### src/rtl/sprite_animator.sv
// Animated, scaled, optionally mirrored sprite renderer driving an external
// multi-frame ROM (1-cycle read latency); 3-cycle DrawX/DrawY to pixel latency.
module sprite_animator #(
  parameter int SPR_W      = 60,
  parameter int SPR_H      = 90,
  parameter int BOX_W      = 80,
  parameter int BOX_H      = 160,
  parameter int NUM_FRAMES = 6,
  parameter int FRAME_HOLD = 6,
  parameter int ADDR_W     = 16,
  parameter int IDX_W      = 3,
  parameter int TRANSP_IDX = 0,
  localparam int FRAME_W   = (NUM_FRAMES > 1) ? $clog2(NUM_FRAMES) : 1
) (
  input  logic               vga_clk,
  input  logic               Reset,
  input  logic [9:0]         DrawX,
  input  logic [9:0]         DrawY,
  input  logic               blank,
  input  logic               frame_tick,
  input  logic [9:0]         pos_x,
  input  logic [9:0]         pos_y,
  input  logic               flip,
  input  logic               anim_en,
  input  logic               anim_loop,
  input  logic               anim_restart,
  output logic [ADDR_W-1:0]  rom_addr,
  input  logic [IDX_W-1:0]   rom_q,
  output logic [IDX_W-1:0]   pix_idx,
  output logic               pix_hit,
  output logic [FRAME_W-1:0] frame_idx,
  output logic               anim_done,
  output logic [1:0]         anim_state
);

  localparam int HOLD_W = (FRAME_HOLD > 1) ? $clog2(FRAME_HOLD) : 1;
  localparam logic signed [10:0] BOX_W_S = 11'(BOX_W);
  localparam logic signed [10:0] BOX_H_S = 11'(BOX_H);

  typedef enum logic [1:0] {S_IDLE = 2'd0, S_PLAY = 2'd1, S_DONE = 2'd2} anim_state_e;

  anim_state_e        state, state_n;
  logic [HOLD_W-1:0]  hold_cnt, hold_n;
  logic [FRAME_W-1:0] frame_n;
  logic               done_n, restart_pend, pend_n;
  logic [9:0]         pos_x_s, pos_y_s;
  logic               flip_s;

  assign anim_state = state;

  // Position and mirror only change at frame boundaries so a sprite never tears.
  always_ff @(posedge vga_clk) begin
    if (Reset) begin
      pos_x_s <= '0;
      pos_y_s <= '0;
      flip_s  <= 1'b0;
    end else if (frame_tick) begin
      pos_x_s <= pos_x;
      pos_y_s <= pos_y;
      flip_s  <= flip;
    end
  end

  // Stage 1: hitbox test and texel address.
  logic signed [10:0] rel_x, rel_y;
  logic               in_box;
  logic [31:0]        sx_raw, sx_eff, sy_raw, addr_full;

  assign rel_x  = $signed({1'b0, DrawX}) - $signed({1'b0, pos_x_s});
  assign rel_y  = $signed({1'b0, DrawY}) - $signed({1'b0, pos_y_s});
  assign in_box = (rel_x >= 11'sd0) && (rel_x < BOX_W_S) &&
                  (rel_y >= 11'sd0) && (rel_y < BOX_H_S);
  assign sx_raw = ({22'd0, rel_x[9:0]} * 32'(SPR_W)) / 32'(BOX_W);
  assign sy_raw = ({22'd0, rel_y[9:0]} * 32'(SPR_H)) / 32'(BOX_H);
  assign sx_eff = flip_s ? (32'(SPR_W - 1) - sx_raw) : sx_raw;
  assign addr_full = 32'(frame_idx) * 32'(SPR_W * SPR_H) + sy_raw * 32'(SPR_W) + sx_eff;

  logic in_box_d, blank_d, in_box_d2, blank_d2;

  always_ff @(posedge vga_clk) begin
    if (Reset) begin
      rom_addr  <= '0;
      in_box_d  <= 1'b0;
      blank_d   <= 1'b0;
      in_box_d2 <= 1'b0;
      blank_d2  <= 1'b0;
      pix_idx   <= '0;
      pix_hit   <= 1'b0;
    end else begin
      rom_addr  <= in_box ? ADDR_W'(addr_full) : '0;
      in_box_d  <= in_box;
      blank_d   <= blank;
      // Second delay lines these flags up with rom_q, which lags rom_addr by one.
      in_box_d2 <= in_box_d;
      blank_d2  <= blank_d;
      pix_idx   <= (in_box_d2 && blank_d2) ? rom_q : '0;
      pix_hit   <= in_box_d2 && blank_d2 && (rom_q != IDX_W'(TRANSP_IDX));
    end
  end

  // Animation FSM.
  always_ff @(posedge vga_clk) begin
    if (Reset) begin
      state        <= S_IDLE;
      frame_idx    <= '0;
      hold_cnt     <= '0;
      anim_done    <= 1'b0;
      restart_pend <= 1'b0;
    end else begin
      state        <= state_n;
      frame_idx    <= frame_n;
      hold_cnt     <= hold_n;
      anim_done    <= done_n;
      restart_pend <= pend_n;
    end
  end

  always_comb begin
    state_n = state;
    frame_n = frame_idx;
    hold_n  = hold_cnt;
    done_n  = anim_done;
    pend_n  = restart_pend | anim_restart;
    if (frame_tick && restart_pend) begin
      // A pending restart wins over any advance scheduled for this tick.
      frame_n = '0;
      hold_n  = '0;
      done_n  = 1'b0;
      pend_n  = anim_restart;
      state_n = anim_en ? S_PLAY : S_IDLE;
    end else begin
      case (state)
        S_IDLE: if (frame_tick && anim_en) state_n = S_PLAY;
        S_PLAY: begin
          if (!anim_en) begin
            state_n = S_IDLE;
          end else if (frame_tick) begin
            if (hold_cnt == HOLD_W'(FRAME_HOLD - 1)) begin
              hold_n = '0;
              if (frame_idx == FRAME_W'(NUM_FRAMES - 1)) begin
                if (anim_loop) begin
                  frame_n = '0;
                end else begin
                  state_n = S_DONE;
                  done_n  = 1'b1;
                end
              end else begin
                frame_n = frame_idx + FRAME_W'(1);
              end
            end else begin
              hold_n = hold_cnt + HOLD_W'(1);
            end
          end
        end
        S_DONE: begin
          frame_n = FRAME_W'(NUM_FRAMES - 1);
          done_n  = 1'b1;
        end
        default: state_n = S_IDLE;
      endcase
    end
  end

endmodule
### config.mk
export PLATFORM = sky130hd
export DESIGN_NAME = sprite_animator
export DESIGN_NICKNAME = d
export VERILOG_FILES = /design/src/rtl/sprite_animator.sv
export SDC_FILE = /design/constraint.sdc
export NUM_CORES = 1
export LEC_CHECK = 0
export CAP_MARGIN = 20
export CORE_ASPECT_RATIO = 1.25
export CORE_MARGIN = 10
export CORE_UTILIZATION = 30
export DETAILED_ROUTE_END_ITERATION = 6
export MAX_ROUTING_LAYER = met4
export PLACE_DENSITY = 0.52
export SETUP_SLACK_MARGIN = 0.05
export SLEW_MARGIN = 20
export SYNTH_ARGS = -nofsm -noshare
export SYNTH_HDL_FRONTEND = slang
export SYNTH_SLANG_ARGS = --single-unit
### constraint.sdc
create_clock -name vga_clk -period 30.3 [get_ports vga_clk]
set_input_delay 6.06 -clock vga_clk [delete_from_list [all_inputs] [get_ports vga_clk]]
set_output_delay 6.06 -clock vga_clk [all_outputs]
set_load 0.02 [all_outputs]
==> impl_metrics.yaml <==
placed_design:
  numPortBuffers: 76
  detailed_place_hpwl_um: 29600
  place_congestion: 0.972
worst_setup_path:
  critPathLaunchType: "primary input"
  crit_path_top_delay_cell: "sky130_fd_sc_hd__o21ai_1"
  critical_path.max_fanout: 21
  crit_arrival_ns: 22.90
  critical-path-top-cell-by-count: "sky130_fd_sc_hd__a21oi_1"
  endpoint_kind: "flop"
  path_class: "primary input to flop"
  slowest_stage_delay_on_critical_path_ns: 0.69
  crit_required_ns: 30.50
synth:
  simple_gate_fraction_of_synth_area_pct: 20.4
  post_synth.cell_area_avg_um2: 7.69
  netlist_instances: 1546
  yosys_register_bits: 55
  synth-edff-count: 0
  multiplexer_fraction_of_the_synthesized_cell_area_pct: 4.93
  syn-cell-area_um2: 11900
  synthFlopType: "sky130_fd_sc_hd__dfxtp_1"
  synth_compound_area_share_pct: 27.7
  synth_top_family_by_area: "compound AO/OA/AOI/OAI gates"
  synth-adder-area-share_pct: 22.3
  yosys_warnings: 0
  synthXorXnorAreaFrac_pct: 7.88
  synth_fp_nets: 1769
  yosys.cell_types.count: 115
  synthArstFlopShare_pct: 0
  synth_seq_area_share_pct: 9.26
routing:
  drt.antenna.violating_nets: 0
  wl_per_cell_um: 16.9
  detail_route.iter0.violations: 766
  drt_pass_1_iters: 5
  via_density_per_instance: 5.42
  vias_after_detailed_routing: 11343
  route.detailed.drc: 0
  postRouteWirelength_um: 35400
grt:
  track_usage_pct: 15.2
  largest_net_degree_at_the_start_of_global_routing: 31
  antenna_found_initial: 1
  grt_first_pass_wirelength_um: 59000
  grt_pass1_vias: 11287
  grt_overflow: 0
timing:
  unrepaired_setup_endpoints_after_global_routing: "no"
  achievable-frequency_mhz: 44.1
  setup_tns_ns: 0
  worstMarginPinSlew_ns: 0.959
  period_needed_ns: 22.70
  setup_violations: 0
  timing.slew.headroom_pct: 35.6
  finalCritPeriodShare_pct: 74.9
  finalHoldViolCount: 0
  finClkSkew_ns: 0.0189
  finalMaxSlewViolations: 0
flow_run:
  drv.max_cap_violation_count: 0
floorplan:
  core_um2: 39100
  placement_rows: 81
  chip_height_um: 243
  initial_utilization_pct: 30.4
  chipWidth_um: 198
  die-area_um2: 48100
  i_o_pin_total: 77
clock_tree:
  clockBufferDepth: 2
  ctsResizeCount: 0
  cts_made_buffers: 5
  ctsRootBufferMaster: "sky130_fd_sc_hd__clkbuf_16"
  post-cts-setup-buffer-count: 0
  clk_pin_slew_worst_paths_ns: 0.09
  clock_tree_from_tritoncts: "built"
  cts_max_level: 2
  holdBufCountCts: 0
  insertion_delay_ns: 0.33
  tritoncts_num_sinks: 55
cells_and_area:
  most_common_library_cell_in_the_layout_ignoring_fill_and_taps: "sky130_fd_sc_hd__inv_1"
  areaGrowthSynthToFinish_pct: 12.0
  post_route_cells_drive_above_1_share_pct: 6.22
  nNetsFinal: 1814
  mostFrequentLayoutCells: "sky130_fd_sc_hd__inv_1, sky130_fd_sc_hd__nor2_1, sky130_fd_sc_hd__ha_1, sky130_fd_sc_hd__nand2_1, sky130_fd_sc_hd__a21oi_1"
run_status:
  result_of_the_run: "completed"
hold_path:
  min_path_type: "flop to flop"
per-stage QoR:
| step | utilization (%) | std cells | hold WS [ns] | setup WS (ns) | area [um2] |
|---|---|---|---|---|---|
| 6_report | 34.1 | 2091 | 0.448 | 7.60 | 13300 |
| 5_1_grt | 34.1 | 2091 | 0.462 | 6.05 | 13300 |
| 4_1_cts | 34.0 | 2090 | 0.457 | 7.75 | 13300 |
| 3_5_place_dp | 33.6 | 2082 | 0.437 | 7.49 | 13200 |
| 3_3_place_gp | 33.6 | 2082 | 0.418 | 7.81 | 13200 |
| 2_1_floorplan | - | 1546 | 0.414 | 10.28 | 11900 |
area by class of cell:
cell class,count,area (um2)
diodes,1,2.50
clock buffers,5,125
clock inverters,3,31.3
fillers,4210,25800
inverters,175,657
multi-input cells,1264,9920
flip-flops and latches,55,1100
well taps,498,623
repair buffers,90,866
worst paths after layout:
kind	startpoint	endpoint	slack, ns	cells past startpoint
max	DrawX[0]	rom_addr[15]	7.60	64
min	blank_d	blank_d2	0.45	1
max reg2reg	pos_x_s[0]	rom_addr[15]	13.34	62
min reg2reg	blank_d	blank_d2	0.45	1
cell usage after synthesis, types with 7 or more instances:
cell,number,share of area [%]
sky130_fd_sc_hd__nand2_1,102,3.2
sky130_fd_sc_hd__a311oi_1,7,0.52
sky130_fd_sc_hd__nor3_1,46,1.9
sky130_fd_sc_hd__mux2_2,9,0.85
sky130_fd_sc_hd__and2_1,26,1.4
sky130_fd_sc_hd__o21a_1,12,0.76
sky130_fd_sc_hd__and3_1,15,0.79
sky130_fd_sc_hd__fa_1,62,10
sky130_fd_sc_hd__a31oi_1,22,1.2
sky130_fd_sc_hd__nand3_1,41,1.7
sky130_fd_sc_hd__o31a_1,9,0.66
sky130_fd_sc_hd__dfxtp_1,55,9.3
sky130_fd_sc_hd__nand2b_1,11,0.58
sky130_fd_sc_hd__nor2_1,139,4.4
sky130_fd_sc_hd__xor2_1,29,2.1
sky130_fd_sc_hd__nor3b_1,7,0.44
sky130_fd_sc_hd__a211o_1,7,0.52
sky130_fd_sc_hd__or2_2,9,0.47
sky130_fd_sc_hd__a2111oi_0,7,0.52
sky130_fd_sc_hd__o211ai_1,15,0.95
sky130_fd_sc_hd__or3_1,13,0.68
sky130_fd_sc_hd__xnor2_1,78,5.7
sky130_fd_sc_hd__buf_2,18,0.76
sky130_fd_sc_hd__o21bai_1,22,1.4
sky130_fd_sc_hd__a21o_1,26,1.6
sky130_fd_sc_hd__nand4_1,7,0.37
sky130_fd_sc_hd__a21oi_1,88,3.7
sky130_fd_sc_hd__o21ai_1,9,0.38
sky130_fd_sc_hd__o31ai_1,18,1.1
sky130_fd_sc_hd__ha_1,110,12
sky130_fd_sc_hd__nor4_1,12,0.63
sky130_fd_sc_hd__a21boi_0,9,0.57
sky130_fd_sc_hd__o22ai_1,9,0.47
sky130_fd_sc_hd__clkbuf_1,26,0.82
sky130_fd_sc_hd__a211oi_1,17,1.1
sky130_fd_sc_hd__nor2b_1,20,1.1
sky130_fd_sc_hd__inv_1,174,5.5
sky130_fd_sc_hd__o21ai_0,60,2.5
sky130_fd_sc_hd__mux2i_1,47,4.0
sequential cells by signal, indices dropped and copies added (netlist names), 2 cells and up:
name,flops
pix_idx,3
pos_y_s,10
frame_idx,3
pos_x_s,10
rom_addr,16
anim_state,2
hold_cnt,3
critical path: cells and delay by family:
| kind | cells | cell delay [ns] |
|---|---|---|
| compound gates | 28 | 6.72 |
| buf+inv | 8 | 1.40 |
| fa+ha+maj | 9 | 3.58 |
| simple gates | 15 | 4.39 |
| xor+xnor | 4 | 0.72 |
layer usage:
metal	up-vias	track usage (%)	routed length, um
met4	0	5.28	1150
met1	5339	17.5	14900
met2	285	26.6	17800
met5	-	-	0
li1	5644	-	-
met3	75	1.91	1510
kinds of logic after synthesis:
kind of cell               Yosys count
muxes                               57
adders and majority gates          176
AOI/OAI and AO/OA                  443
and+or+nand+nor                    481
DFF                                 55
xor gates and xnor gates           107
buffers and inverters              227
Power is not shown: default switching activity piles up to over one toggle a cycle in this logic, so the estimate is an artifact.
